[config.mk]
export PLATFORM = sky130hd
export DESIGN_NAME = universal_counter_nd
export DESIGN_NICKNAME = d
export VERILOG_FILES = /design/src/rtl/universal_counter_nd.sv
export SDC_FILE = /design/constraint.sdc
export NUM_CORES = 1
export LEC_CHECK = 0
export ABC_AREA = 1
export CORE_MARGIN = 2
export CORE_UTILIZATION = 32
export DETAILED_ROUTE_END_ITERATION = 12
export GPL_ROUTABILITY_DRIVEN = 0
export SYNTH_ARGS = -nofsm -noshare
export SYNTH_HDL_FRONTEND = slang
export SYNTH_SLANG_ARGS = --single-unit
[constraint.sdc]
create_clock -name clk -period 4.85 [get_ports clk]
set_input_delay 0.97 -clock clk [delete_from_list [all_inputs] [get_ports clk]]
set_output_delay 0.97 -clock clk [all_outputs]
set_load 0.05 [all_outputs]
[src/rtl/universal_counter_nd.sv]
// Multi-digit hex/BCD up/down counter with parallel load, wrap pulse and terminal count.
// Optional build macro COUNTER_SAT_EN: saturate at the full-wrap point instead of wrapping.
module universal_counter_nd #(
  parameter int NDIGITS = 4
) (
  input  logic                   clk,
  input  logic                   clear,
  input  logic                   mode,
  input  logic                   incr,
  input  logic                   pause,
  input  logic                   load,
  input  logic [4*NDIGITS-1:0]   load_val,
  output logic [4*NDIGITS-1:0]   count,
  output logic                   carry,
  output logic                   tc
);

  localparam int W = 4 * NDIGITS;

  // A digit is "at limit" when stepping it would propagate to the next digit.
  function automatic logic at_limit(input logic [3:0] d, input logic hex, input logic up);
    logic r;
    if (up) r = hex ? (d == 4'hF) : (d >= 4'd9);
    else    r = (d == 4'd0);
    return r;
  endfunction

  // Non-BCD digits in decimal mode collapse onto 9 (up: treated as 9, down: load 9).
  function automatic logic [3:0] step_digit(input logic [3:0] d, input logic hex, input logic up);
    logic [3:0] r;
    if (up) begin
      if (hex)             r = d + 4'd1;
      else if (d >= 4'd9)  r = 4'd0;
      else                 r = d + 4'd1;
    end else begin
      if (hex)             r = d - 4'd1;
      else if (d == 4'd0)  r = 4'd9;
      else if (d > 4'd9)   r = 4'd9;
      else                 r = d - 4'd1;
    end
    return r;
  endfunction

  logic [W-1:0]       cnt_p1;
  logic               carry_p1;
  logic [W-1:0]       nxt_p0;
  logic [NDIGITS:0]   en_p0;
  logic               wrap_p0;

  always_comb begin
    nxt_p0   = cnt_p1;
    en_p0    = '0;
    en_p0[0] = 1'b1;
    for (int i = 0; i < NDIGITS; i++) begin
      if (en_p0[i]) nxt_p0[4*i +: 4] = step_digit(cnt_p1[4*i +: 4], mode, incr);
      en_p0[i+1] = en_p0[i] & at_limit(cnt_p1[4*i +: 4], mode, incr);
    end
    wrap_p0 = en_p0[NDIGITS];
  end

  // ---- stage p1: count / carry registers ----
  always_ff @(posedge clk) begin
    if (clear) begin
      cnt_p1   <= '0;
      carry_p1 <= 1'b0;
    end else if (load) begin
      cnt_p1   <= load_val;
      carry_p1 <= 1'b0;
    end else if (pause) begin
      carry_p1 <= 1'b0;
    end else begin
`ifdef COUNTER_SAT_EN
      if (!wrap_p0) cnt_p1 <= nxt_p0;
      carry_p1 <= 1'b0;
`else
      cnt_p1   <= nxt_p0;
      carry_p1 <= wrap_p0;
`endif
    end
  end

  assign count = cnt_p1;
  assign carry = carry_p1;
  // Every digit at its limit is exactly the full-wrap condition in both directions.
  assign tc    = wrap_p0;

endmodule

# Word-level counts from Yosys, hierarchy flattened
# Index checks and enable logic that the tools add are counted.
dict set report word_totals {
  reg_bits 17
  latchBits 0
  ramBits 0
  mem_bits_ro 0
  in_bits 22
  output_inout_bits 18
  elab_cells 77
  memories 0
}
dict set report op_classes {
  add_sub_neg 8
  mul 0
  div_mod_pow 0
  n_lt_le_gt_ge 8
  n_eq_ne 5
  shift 0
  n_mux 37
  bitwise 3
  n_reduce_logical 11
}
# op n
set op_table {}
lappend op_table {{two-way mux 4 bit} 27}
lappend op_table {{two-way mux 16 bit} 2}
lappend op_table {{adder 4 x 1 -> 4 bit, second input constant} 4}
lappend op_table {{equality test 4 bit, second input constant} 4}
lappend op_table {{greater-or-equal comparator 4 bit, second input constant} 4}
lappend op_table {{greater-than comparator 4 bit, second input constant} 4}
lappend op_table {{zero test 4 bit} 4}
lappend op_table {{subtractor 4 x 1 -> 4 bit, second input constant} 4}
lappend op_table {{two-way mux 1 bit} 8}
lappend op_table {{AND reduction 2 bit} 3}
lappend op_table {{nonzero test 2 bit} 3}
lappend op_table {{bitwise AND 1 bit} 3}
lappend op_table {{OR reduction 3 bit} 1}
lappend op_table {{inequality test 2 x 1 -> 1 bit, second input constant} 1}

# Logic depth before layout (Yosys ltp)
# Gate-level depths: netlist (run 1).
dict set report logic_depth {
  depth_word 8
  mapped_depth 14
  ltp_nobuf 14
}

# Worst setup path before layout (run 1)
# Ideal clock, no wire load.
dict set report synth_path {
  path_type {register -> output}
  from {register cnt_p1[0] (netlist: count[0])}
  to {output tc}
  arrival_time_ns 2.369
  required_ns 3.880
  slack_ns 1.511
  path_stages_with_launch 12
  path_buffers 0
  cell_sequence {dfxtp_1 inv_1 ha_1 nand2_4 nand2_2 nand2_2 nand2_4 nand2_4 nand2_4 nor2_8 nand2_2 nor2_1}
}
dict set report synth_via {
  elab_chain_cells 6
  elab_cells_between_ends 8
  classes_between {order compare: 1; eq/ne: 1; mux: 2; bitwise: 3; reduce/logical: 1}
}
# element line
set synth_lines {}
lappend synth_lines {{start, declared} 44} ;# logic [W-1:0] cnt_p1;
lappend synth_lines {{start signal, assigned} 67} ;# cnt_p1 <= load_val;
lappend synth_lines {{start signal, assigned} 76} ;# cnt_p1 <= nxt_p0;
lappend synth_lines {{greater-or-equal comparator 4 bit or equality test 4 bit (tied branches)} 23} ;# if (up) r = hex ? (d == 4'hF) : (d >= 4'd9);
lappend synth_lines {{two-way mux 1 bit} 23}
lappend synth_lines {{two-way mux 1 bit *} 23}
lappend synth_lines {{bitwise AND 1 bit * (3 in a row)} 56} ;# en_p0[i+1] = en_p0[i] & at_limit(cnt_p1[4*i +: 4], mode, incr);
lappend synth_lines {{end, declared} 15} ;# output logic tc
# Every way passes the cells marked *; elsewhere a longest branch is shown, timed or not.

# Worst setup path in the final report (run 1)
dict set report layout_path {
  from {input mode}
  to {output tc}
}
dict set report layout_via {
  elab_chain_cells 5
  elab_cells_between_ends 11
  classes_between {mux: 8; bitwise: 3}
}
# element line
set layout_lines {}
lappend layout_lines {{start, declared} 8} ;# input logic mode,
lappend layout_lines {{two-way mux 1 bit (2 in a row)} 23}
lappend layout_lines {{bitwise AND 1 bit (2 in a row)} 56}
lappend layout_lines {{bitwise AND 1 bit *} 56}
# Marked as above.

==> out/results.tsv, run 1 <==
stage	metric	value	unit
yosys	synth-seq-cells	17	
cts	clockRootBuffer	clkbuf_8	
yosys	netlist_area	1920	um2
cells_and_area	postLayoutCellArea	2370	um2
sta	clock.fmax	236	MHz
sta	worst_slew_pin_slew	0.525	ns
yosys	yosysUniqueCellTypes	33	
critical_path	worstSetupPathType	in2out	
sta	setup_viol	0	
critical_path	worstSetupEndpointType	output pin	
place	dpl.hpwl	3750	um
sta	rsz0062_at_grt	no	
yosys	ys_seq_area_share	17.7	%
yosys	ys.warnings.count	0	
global_routing	grt_pass1_wl	8370	um
sta	hold_violations	0	
cts	htree_levels	1	
cells_and_area	n_antenna_cell	0	
sta	period_needed	4.23	ns
sta	slew_headroom	64.9	%
cts	cts_hold_buf	0	
critical_path	critPathArrivalTime	3.26	ns
cts	clk_latency	0.27	ns
cts	post_cts_resized	0	
floorplan	dieArea	6640	um2
critical_path	crit_fanout	12	
floorplan	coreArea	5850	um2
pwr	power.density	237	nW/um2
global_routing	grt_usage	16.0	%
cells_and_area	final_nets	370	
detailed_routing	drt_iter0_drc	82	
floorplan	ios	40	
cts	clk_pin_slew	0.08	ns
sta	slew_viol_final	0	
cts	cts_tree	done	
yosys	synthCells	302	
cts	tritoncts.num_buffers	3	
cts	clk_path_buf_depth	2	
cells_and_area	layout_commonest_cell	nand2_1	
floorplan	die_w	81.5	um
global_routing	overflow	0	
detailed_routing	dr_total_vias	2010	
sta	period_share	87.2	%
critical_path	worst_ep_required_time	3.88	ns
status	outcome	finished clean	
detailed_routing	wl_per_cell	12.2	um
detailed_routing	first_pass_iters	4	
sta	skew	0.00544	ns
floorplan	start_util	32.8	%
cells_and_area	final_cell_mix	nand2_1, nand3_1, clkdlybuf4s50_1, nor2_1, inv_1	
yosys	synth.avg_cell_area	6.36	um2
detailed_routing	route.detailed.drc	0	
yosys	syn-num-nets	339	
detailed_routing	vias_per_cell	4.94	
place	placed_area	2320	um2
critical_path	cp-start-kind	input pin	
cells_and_area	drive_above_1_share	11.1	%
min_path	hp-class	reg2reg	
job	max-cap-violations	0	
detailed_routing	ant_nets	0	
global_routing	grt_pass1_vias	1893	
pwr	peakVddDrop	0.101	mV
detailed_routing	drt_wl_total	4980	um
floorplan	die_h	81.5	um
cts	post_cts_buffers	0	
pwr	power.leakage	1.10	nW
cts	cts.sinks	17	
floorplan	rows	28	
sta	fin_setup_tns	0	ns
place	io_buffers	39	
cells_and_area	area_growth	23.1	%
global_routing	antenna_found_initial	0	
global_routing	grt_max_degree	29	
==> power breakdown <==
part	leakage (nW)	total, mW	switching (mW)	internal, mW
Clock	0.0228	0.117	0.0580	0.0587
Sequential	0.141	0.178	0.0258	0.152
Combinational	0.941	0.266	0.164	0.102
Total	1.10	0.560	0.248	0.313
==> stage by stage <==
stage	util, %	worst slack, ns	hold slack, ns	cells	power [mW]
2_1_floorplan	-	1.51	0.773	302	0.379
3_3_place_gp	39.7	0.640	0.588	403	0.446
6_report	40.4	0.620	0.600	407	0.560
5_1_grt	40.4	0.486	0.662	407	0.605
4_1_cts	40.4	0.610	0.600	407	0.565
3_5_place_dp	39.7	0.621	0.587	403	0.448
==> flip-flops by register name, indices dropped and copies added (netlist names) <==
name and flops:
count 16, carry 1
==> cell families (layout without fill, tap and decap cells) <==
family | count (synthesis) | count (layout) | synth area share (%)
AO/OA/AOI/OAI | 39 | 39 | 12.7
buffers and inverters | 42 | 72 | 10.7
AND/OR/NAND/NOR | 177 | 177 | 43.6
flip-flops | 17 | 17 | 17.7
XOR/XNOR | 12 | 12 | 5.47
adder cells (fa/ha/maj) | 15 | 15 | 9.77
==> layer usage <==
metal | part of all wire, % | GRT usage [%] | vias to the layer above
li1 | - | - | 1040
met2 | 46 | 26.1 | 59
met1 | 45 | 20.2 | 894
met3 | 5.7 | 2.86 | 17
met4 | 3.2 | 8.14 | 0
met5 | 0 | 0 | -
==> worst max-delay path, stage by stage <==
cell,delay [ns]
clkdlybuf4s50_1,0.52
inv_2,0.28
nand3_2,0.15
nand2_1,0.10
nand2_2,0.08
nor2_8,0.14
nand2_2,0.08
nor2_1,0.11
clkdlybuf4s50_1,0.81
==> layout make-up <==
| type | count | area [um2] |
|---|---|---|
| fillers | 629 | 3480 |
| clock buffers | 4 | 45.0 |
| repair buffers | 41 | 405 |
| flip-flops and latches | 17 | 340 |
| well taps | 75 | 93.8 |
| multi-input cells | 243 | 1380 |
| inverters | 27 | 106 |
==> synth_stat cells (all sizes together) <==
master  number  share of area (%)
a21oi       15                4.5
a22oi        2               0.78
a31oi        4                1.3
buf         12                4.6
clkbuf       3               0.59
clkinv       1               0.20
dfxtp       17                 18
ha          15                9.8
inv         26                5.3
nand2       94                 22
nand3       45                 13
nand4        2               0.65
nor2        32                7.1
nor3         1               0.26
o211ai       2               0.78
o21a         1               0.39
o21ai       12                3.7
o21bai       1               0.39
o221ai       1               0.46
o31ai        1               0.39
or2          3               0.98
xor2        12                5.5
==> final timing paths <==
path | start | end | slack, ns | depth (start not counted)
max | mode | tc | 0.62 | 9
min | count[9]$_SDFFE_PP0P_ | count[9]$_SDFFE_PP0P_ | 0.60 | 2
max reg2reg | count[8]$_SDFFE_PP0P_ | count[15]$_SDFFE_PP0P_ | 2.97 | 12
min reg2reg | count[9]$_SDFFE_PP0P_ | count[9]$_SDFFE_PP0P_ | 0.60 | 2
Note: power is estimated with default switching activity, not from simulation.
==> inputs of run 2 (changes only) <==
--- a/config.mk
+++ b/config.mk
@@ -9,6 +9,7 @@
 export CORE_MARGIN = 2
 export CORE_UTILIZATION = 32
 export DETAILED_ROUTE_END_ITERATION = 12
+export DONT_BUFFER_PORTS = 1
 export GPL_ROUTABILITY_DRIVEN = 0
 export SYNTH_ARGS = -nofsm -noshare
 export SYNTH_HDL_FRONTEND = slang
==> run 2 against run 1 <==
Sequential power grew 23%; clock-buffer cell count stayed put; combinational power decreased by 33%; power shrank 9.0%; first-iteration DRC count is 6.1% higher.
==> out/results.tsv, run 2 (synthesis gave the netlist of run 1 again) <==
stage	metric	value	unit	change
detailed_routing	wl_per_cell	13.4	um	+9.9%
floorplan	dieArea	6640	um2	unchanged
detailed_routing	vias_per_cell	5.00		+1.2%
sta	skew	0.00356	ns	-0.00188 ns
cts	tritoncts.num_buffers	3		unchanged
sta	fin_setup_tns	0	ns	unchanged
global_routing	overflow	0		unchanged
cts	post_cts_resized	0		unchanged
critical_path	r2r-start	count[0]$_SDFFE_PP0P_		
status	outcome	finished clean		
sta	period_needed	3.83	ns	-0.399 ns
sta	setup_viol	0		unchanged
cells_and_area	largest_reg_flops	16		unchanged
place	dpl.hpwl	3690	um	-1.6%
cells_and_area	n_antenna_cell	0		unchanged
detailed_routing	dr_wl_met3	315	um	+12%
critical_path	r2r-end	count[5]$_SDFFE_PP0P_		
sta	clock.fmax	261	MHz	+10%
pwr	power.density	259	nW/um2	+9.4%
sta	period_share	79.0	%	-8.2 points
detailed_routing	dr_total_vias	1834		-8.8%
place	placed_cells	363		-9.9%
sta	rsz0062_at_grt	no		
detailed_routing	route.detailed.drc	0		unchanged
cells_and_area	final_cell_mix	nand2_1, nand3_1, nor2_1, inv_1, dfxtp_1		
min_path	holdCritStartpoint	count[8]$_SDFFE_PP0P_		
floorplan	ios	40		unchanged
critical_path	worstSetupEndpointType	output pin		
cells_and_area	instances_no_fill	367		-9.8%
cells_and_area	area_growth	2.41	%	
floorplan	rows	28		unchanged
min_path	hp-class	reg2reg		
min_path	hold_path_end	count[8]$_SDFFE_PP0P_		
sta	hold_violations	0		unchanged
cells_and_area	drive_above_1_share	12.3	%	+1.2 points
cts	cts_hold_buf	0		unchanged
min_path	holdPathStages	3		+1
job	max-cap-violations	0		unchanged
detailed_routing	first_pass_iters	4		unchanged
sta	slew_headroom	38.5	%	-26 points
critical_path	rr_worst_depth	12		unchanged
sta	slew_viol_final	0		unchanged
cts	clk_pin_slew	0.08	ns	about the same
detailed_routing	dr_wl_met2	2380	um	+4.7%
critical_path	critPathArrivalTime	2.86	ns	-0.40 ns
global_routing	grt_pass1_vias	1812		-4.3%
detailed_routing	drt_wl_total	4930	um	-0.94%
detailed_routing	highest_layer	met4		
floorplan	start_util	32.8	%	unchanged
cts	post_cts_buffers	0		unchanged
critical_path	crit_fanout	5		-7
floorplan	die_w	81.5	um	unchanged
global_routing	grt_usage	16.0	%	-0.042 points
critical_path	cp-start-kind	flip-flop		
sta	layout_setup_ws	1.02	ns	+0.399 ns
global_routing	grt_max_degree	29		unchanged
cells_and_area	final_nets	330		-11%
place	io_buffers	0		-100%
critical_path	worst_ep_required_time	3.88	ns	about the same
cts	clk_path_buf_depth	2		unchanged
cts	htree_levels	1		unchanged
detailed_routing	met1Wirelength	2200	um	-2.9%
cts	cts_tree	done		
cells_and_area	layout_commonest_cell	nand2_1		
detailed_routing	drt_iter0_drc	87		+6.1%
floorplan	coreArea	5850	um2	unchanged
cts	clockRootBuffer	clkbuf_8		
cts	cts.sinks	17		unchanged
floorplan	die_h	81.5	um	unchanged
pwr	power.leakage	0.953	nW	-14%
critical_path	regToRegSetupSlack	2.52	ns	-0.45 ns
place	dp_slack	1.28	ns	+0.659 ns
detailed_routing	ant_nets	0		unchanged
global_routing	grt_pass1_wl	8400	um	+0.33%
cts	clk_latency	0.26	ns	about the same
pwr	peakVddDrop	0.0937	mV	-7.5%
sta	worst_slew_pin_slew	0.919	ns	+0.393 ns
global_routing	antenna_found_initial	0		unchanged
critical_path	worstSetupPathType	reg2out		
run 2: cell types whose count changed in the layout (fill, tap and decap cells not counted):
cell / change
clkdlybuf4s50_1: -39
buf_4: -1
run 2: worst max path at each step:
stage               endpoint  cells past startpoint  slack, ns                  start
detailed placement        tc                     11       1.28  count[0]$_SDFFE_PP0P_
global route              tc                     11       0.82  count[0]$_SDFFE_PP0P_
CTS                       tc                     11       0.99  count[0]$_SDFFE_PP0P_
global placement          tc                     11       1.33  count[0]$_SDFFE_PP0P_
floorplan                 tc                     11       1.51  count[0]$_SDFFE_PP0P_
finish                    tc                     11       1.02  count[0]$_SDFFE_PP0P_
run 2: metal layers:
metal	track usage, %	vias to the layer above
met1	19.8	841
met2	27.6	35
met5	0	-
li1	-	953
met3	3.74	5
met4	4.07	0
run 2: metrics by stage:
| step | util (%) | hold slack [ns] | instance area [um2] | power [mW] |
|---|---|---|---|---|
| 6_report | 33.6 | 0.716 | 1970 | 0.510 |
| 2_1_floorplan | - | 0.773 | 1920 | 0.379 |
| 5_1_grt | 33.6 | 0.739 | 1970 | 0.554 |
| 3_5_place_dp | 32.9 | 0.705 | 1920 | 0.401 |
| 4_1_cts | 33.6 | 0.719 | 1970 | 0.517 |
| 3_3_place_gp | 32.9 | 0.695 | 1920 | 0.400 |
run 2: final cells by class:
cell class	instances	area, um2
inverters	27	106
repair buffers	1	7.51
flip-flops and latches	17	340
multi-input cells	243	1380
clock buffers	4	45.0
well taps	75	93.8
fillers	658	3880
run 2: worst max-delay path, cell delays in order, from the launching register on:
cell	delay (ns)
dfxtp_1	0.71
inv_1	0.21
ha_1	0.31
nand2_4	0.09
nand2_2	0.05
nand2_2	0.10
nand2_4	0.07
nand2_4	0.07
nand2_4	0.07
nor2_8	0.11
nand2_2	0.08
nor2_1	0.72
run 2: power by group:
part | internal [mW] | switching (mW) | leakage [nW] | total (mW)
Clock | 0.0584 | 0.0548 | 0.0228 | 0.113
Sequential | 0.152 | 0.0668 | 0.141 | 0.219
Combinational | 0.0676 | 0.110 | 0.789 | 0.178
==> inputs of run 3 (changes only) <==
==> constraint.sdc (replaced) <==
create_clock -name clk -period 3.6 [get_ports clk]
set_input_delay 0.72 -clock clk [delete_from_list [all_inputs] [get_ports clk]]
set_output_delay 0.72 -clock clk [all_outputs]
set_load 0.05 [all_outputs]
==> run 3 against run 2 <==
Power is 40% higher; clock skew is 0.0099 ns higher; via count is 4.1% higher; first-iteration DRC count is 8.0% lower; final area is 5.7% higher; register-to-register slack worse by 0.90 ns; setup slack worse by 0.25 ns; wire length is 3.1% higher.
==> out/results.tsv, run 3 (synthesis gave the netlist of run 1 again) <==
stage	metric	value	unit	change
sta	slew_viol_final	0		unchanged
sta	clock.fmax	354	MHz	
cells_and_area	layout_commonest_cell	nand2_1		
cts	cts_tree	done		
cells_and_area	fill_cells	632		-4.0%
cts	cts.sinks	17		unchanged
critical_path	crit_path_end	tc		
cts	post_cts_buffers	0		unchanged
pwr	peakVddDrop	0.128	mV	+37%
critical_path	cp-start-kind	flip-flop		
critical_path	worst_ep_required_time	2.88	ns	-1.00 ns
critical_path	rr_worst_depth	11		-1
critical_path	worstSetupEndpointType	output pin		
status	outcome	finished clean		
floorplan	rows	28		unchanged
floorplan	die_w	81.5	um	unchanged
cts	htree_levels	1		unchanged
sta	fin_setup_tns	0	ns	unchanged
cells_and_area	largest_reg_flops	16		unchanged
cells_and_area	n_antenna_cell	0		unchanged
critical_path	cp-startpoint	count[3]$_SDFFE_PP0P_		
critical_path	crit_fanout	8		+3
sta	rsz0062_at_grt	no		
floorplan	start_util	32.8	%	unchanged
detailed_routing	first_pass_iters	4		unchanged
min_path	hp-class	in2reg		
global_routing	antenna_found_initial	0		unchanged
cts	cts_hold_buf	0		unchanged
detailed_routing	route.detailed.drc	0		unchanged
critical_path	critPathArrivalTime	2.11	ns	-0.75 ns
place	dpl.hpwl	3840	um	+4.0%
critical_path	regToRegSetupSlack	1.62	ns	-0.90 ns
critical_path	r2r-end	count[14]$_SDFFE_PP0P_		
cells_and_area	area_growth	8.27	%	
detailed_routing	dr_total_vias	1910		+4.1%
floorplan	die_h	81.5	um	unchanged
place	placed_cells	378		+4.1%
sta	slew_headroom	49.4	%	+11 points
pwr	power.density	344	nW/um2	+33%
cells_and_area	final_cell_mix	nand2_1, nand3_1, nor2_1, inv_1, dfxtp_1		
detailed_routing	ant_nets	0		unchanged
sta	setup_viol	0		unchanged
place	io_buffers	0		unchanged
cells_and_area	instances_no_fill	382		+4.1%
detailed_routing	vias_per_cell	5.00		about the same
critical_path	r2r-start	count[3]$_SDFFE_PP0P_		
sta	period_share	78.5	%	
detailed_routing	drt_wl_total	5080	um	+3.1%
pwr	power.leakage	1.03	nW	+8.1%
global_routing	grt_pass1_wl	8450	um	+0.65%
floorplan	dieArea	6640	um2	unchanged
sta	skew	0.0134	ns	+0.00985 ns
floorplan	coreArea	5850	um2	unchanged
global_routing	grt_max_degree	29		unchanged
cts	clk_path_buf_depth	2		unchanged
cts	clockRootBuffer	clkbuf_8		
cells_and_area	final_nets	345		+4.5%
global_routing	overflow	0		unchanged
critical_path	worstSetupPathType	reg2out		
cells_and_area	drive_above_1_share	16.6	%	+4.3 points
global_routing	grt_pass1_vias	1812		unchanged
detailed_routing	drt_iter0_drc	80		-8.0%
sta	hold_violations	0		unchanged
cts	clk_latency	0.26	ns	about the same
job	max-cap-violations	0		unchanged
sta	worst_slew_pin_slew	0.758	ns	-0.161 ns
cts	post_cts_resized	0		unchanged
detailed_routing	wl_per_cell	13.3	um	-0.96%
sta	period_needed	2.83	ns	
cts	tritoncts.num_buffers	3		unchanged
floorplan	ios	40		unchanged
global_routing	grt_usage	15.9	%	-0.051 points
cts	clk_pin_slew	0.08	ns	about the same
==> run 3: layout make-up <==
type | instances | area [um2] | area share, %
flip-flops and latches | 17 | 340 | 16.4
multi-input cells | 243 | 1380 | 66.1
clock buffers | 4 | 45.0 | 2.16
inverters | 27 | 106 | 5.11
repair buffers | 16 | 120 | 5.77
well taps | 75 | 93.8 | 4.51
==> run 3: routing by layer <==
metal | share of wire [%] | routed length [um] | up-vias | GRT usage (%)
met5 | 0 | 0 | - | 0
met4 | 1.4 | 70 | 0 | 4.92
met3 | 6.1 | 309 | 8 | 2.86
met2 | 47 | 2390 | 46 | 26.3
met1 | 45 | 2310 | 870 | 21.0
li1 | - | - | 986 | -
==> run 3: critical path, cell delays in order (launching register included) <==
cell     delay (ns)
dfxtp_1        0.82
nand3_2        0.18
nand2_2        0.13
nand2_4        0.07
nand2_4        0.07
nand2_4        0.07
nor2_8         0.12
nand2_2        0.08
nor2_1         0.10
buf_4          0.20
==> run 3: worst min-delay path by stage <==
stage,from,to,depth (start not counted)
finish,clear,count[8]$_SDFFE_PP0P_,1
CTS,clear,count[8]$_SDFFE_PP0P_,1
floorplan,count[9]$_SDFFE_PP0P_,count[9]$_SDFFE_PP0P_,2
global route,clear,count[8]$_SDFFE_PP0P_,1
global placement,count[8]$_SDFFE_PP0P_,count[8]$_SDFFE_PP0P_,2
detailed placement,count[8]$_SDFFE_PP0P_,count[8]$_SDFFE_PP0P_,2
==> run 3: power by group <==
group,switching (mW),internal (mW)
registers,0.0242,0.205
clock network,0.0768,0.0788
logic,0.221,0.109
total,0.322,0.393
==> run 3: per-stage QoR <==
step / utilization (%) / setup WS [ns] / total power [mW] / hold WS, ns / area (um2)
final: 35.6 / 0.774 / 0.715 / 0.506 / 2080
after global routing: 35.6 / 0.608 / 0.768 / 0.499 / 2080
after CTS: 35.6 / 0.768 / 0.719 / 0.504 / 2080
after detailed placement: 34.8 / 1.06 / 0.563 / 0.602 / 2040
after global placement: 34.8 / 1.09 / 0.561 / 0.597 / 2040
after floorplan: - / 0.511 / 0.510 / 0.773 / 1920
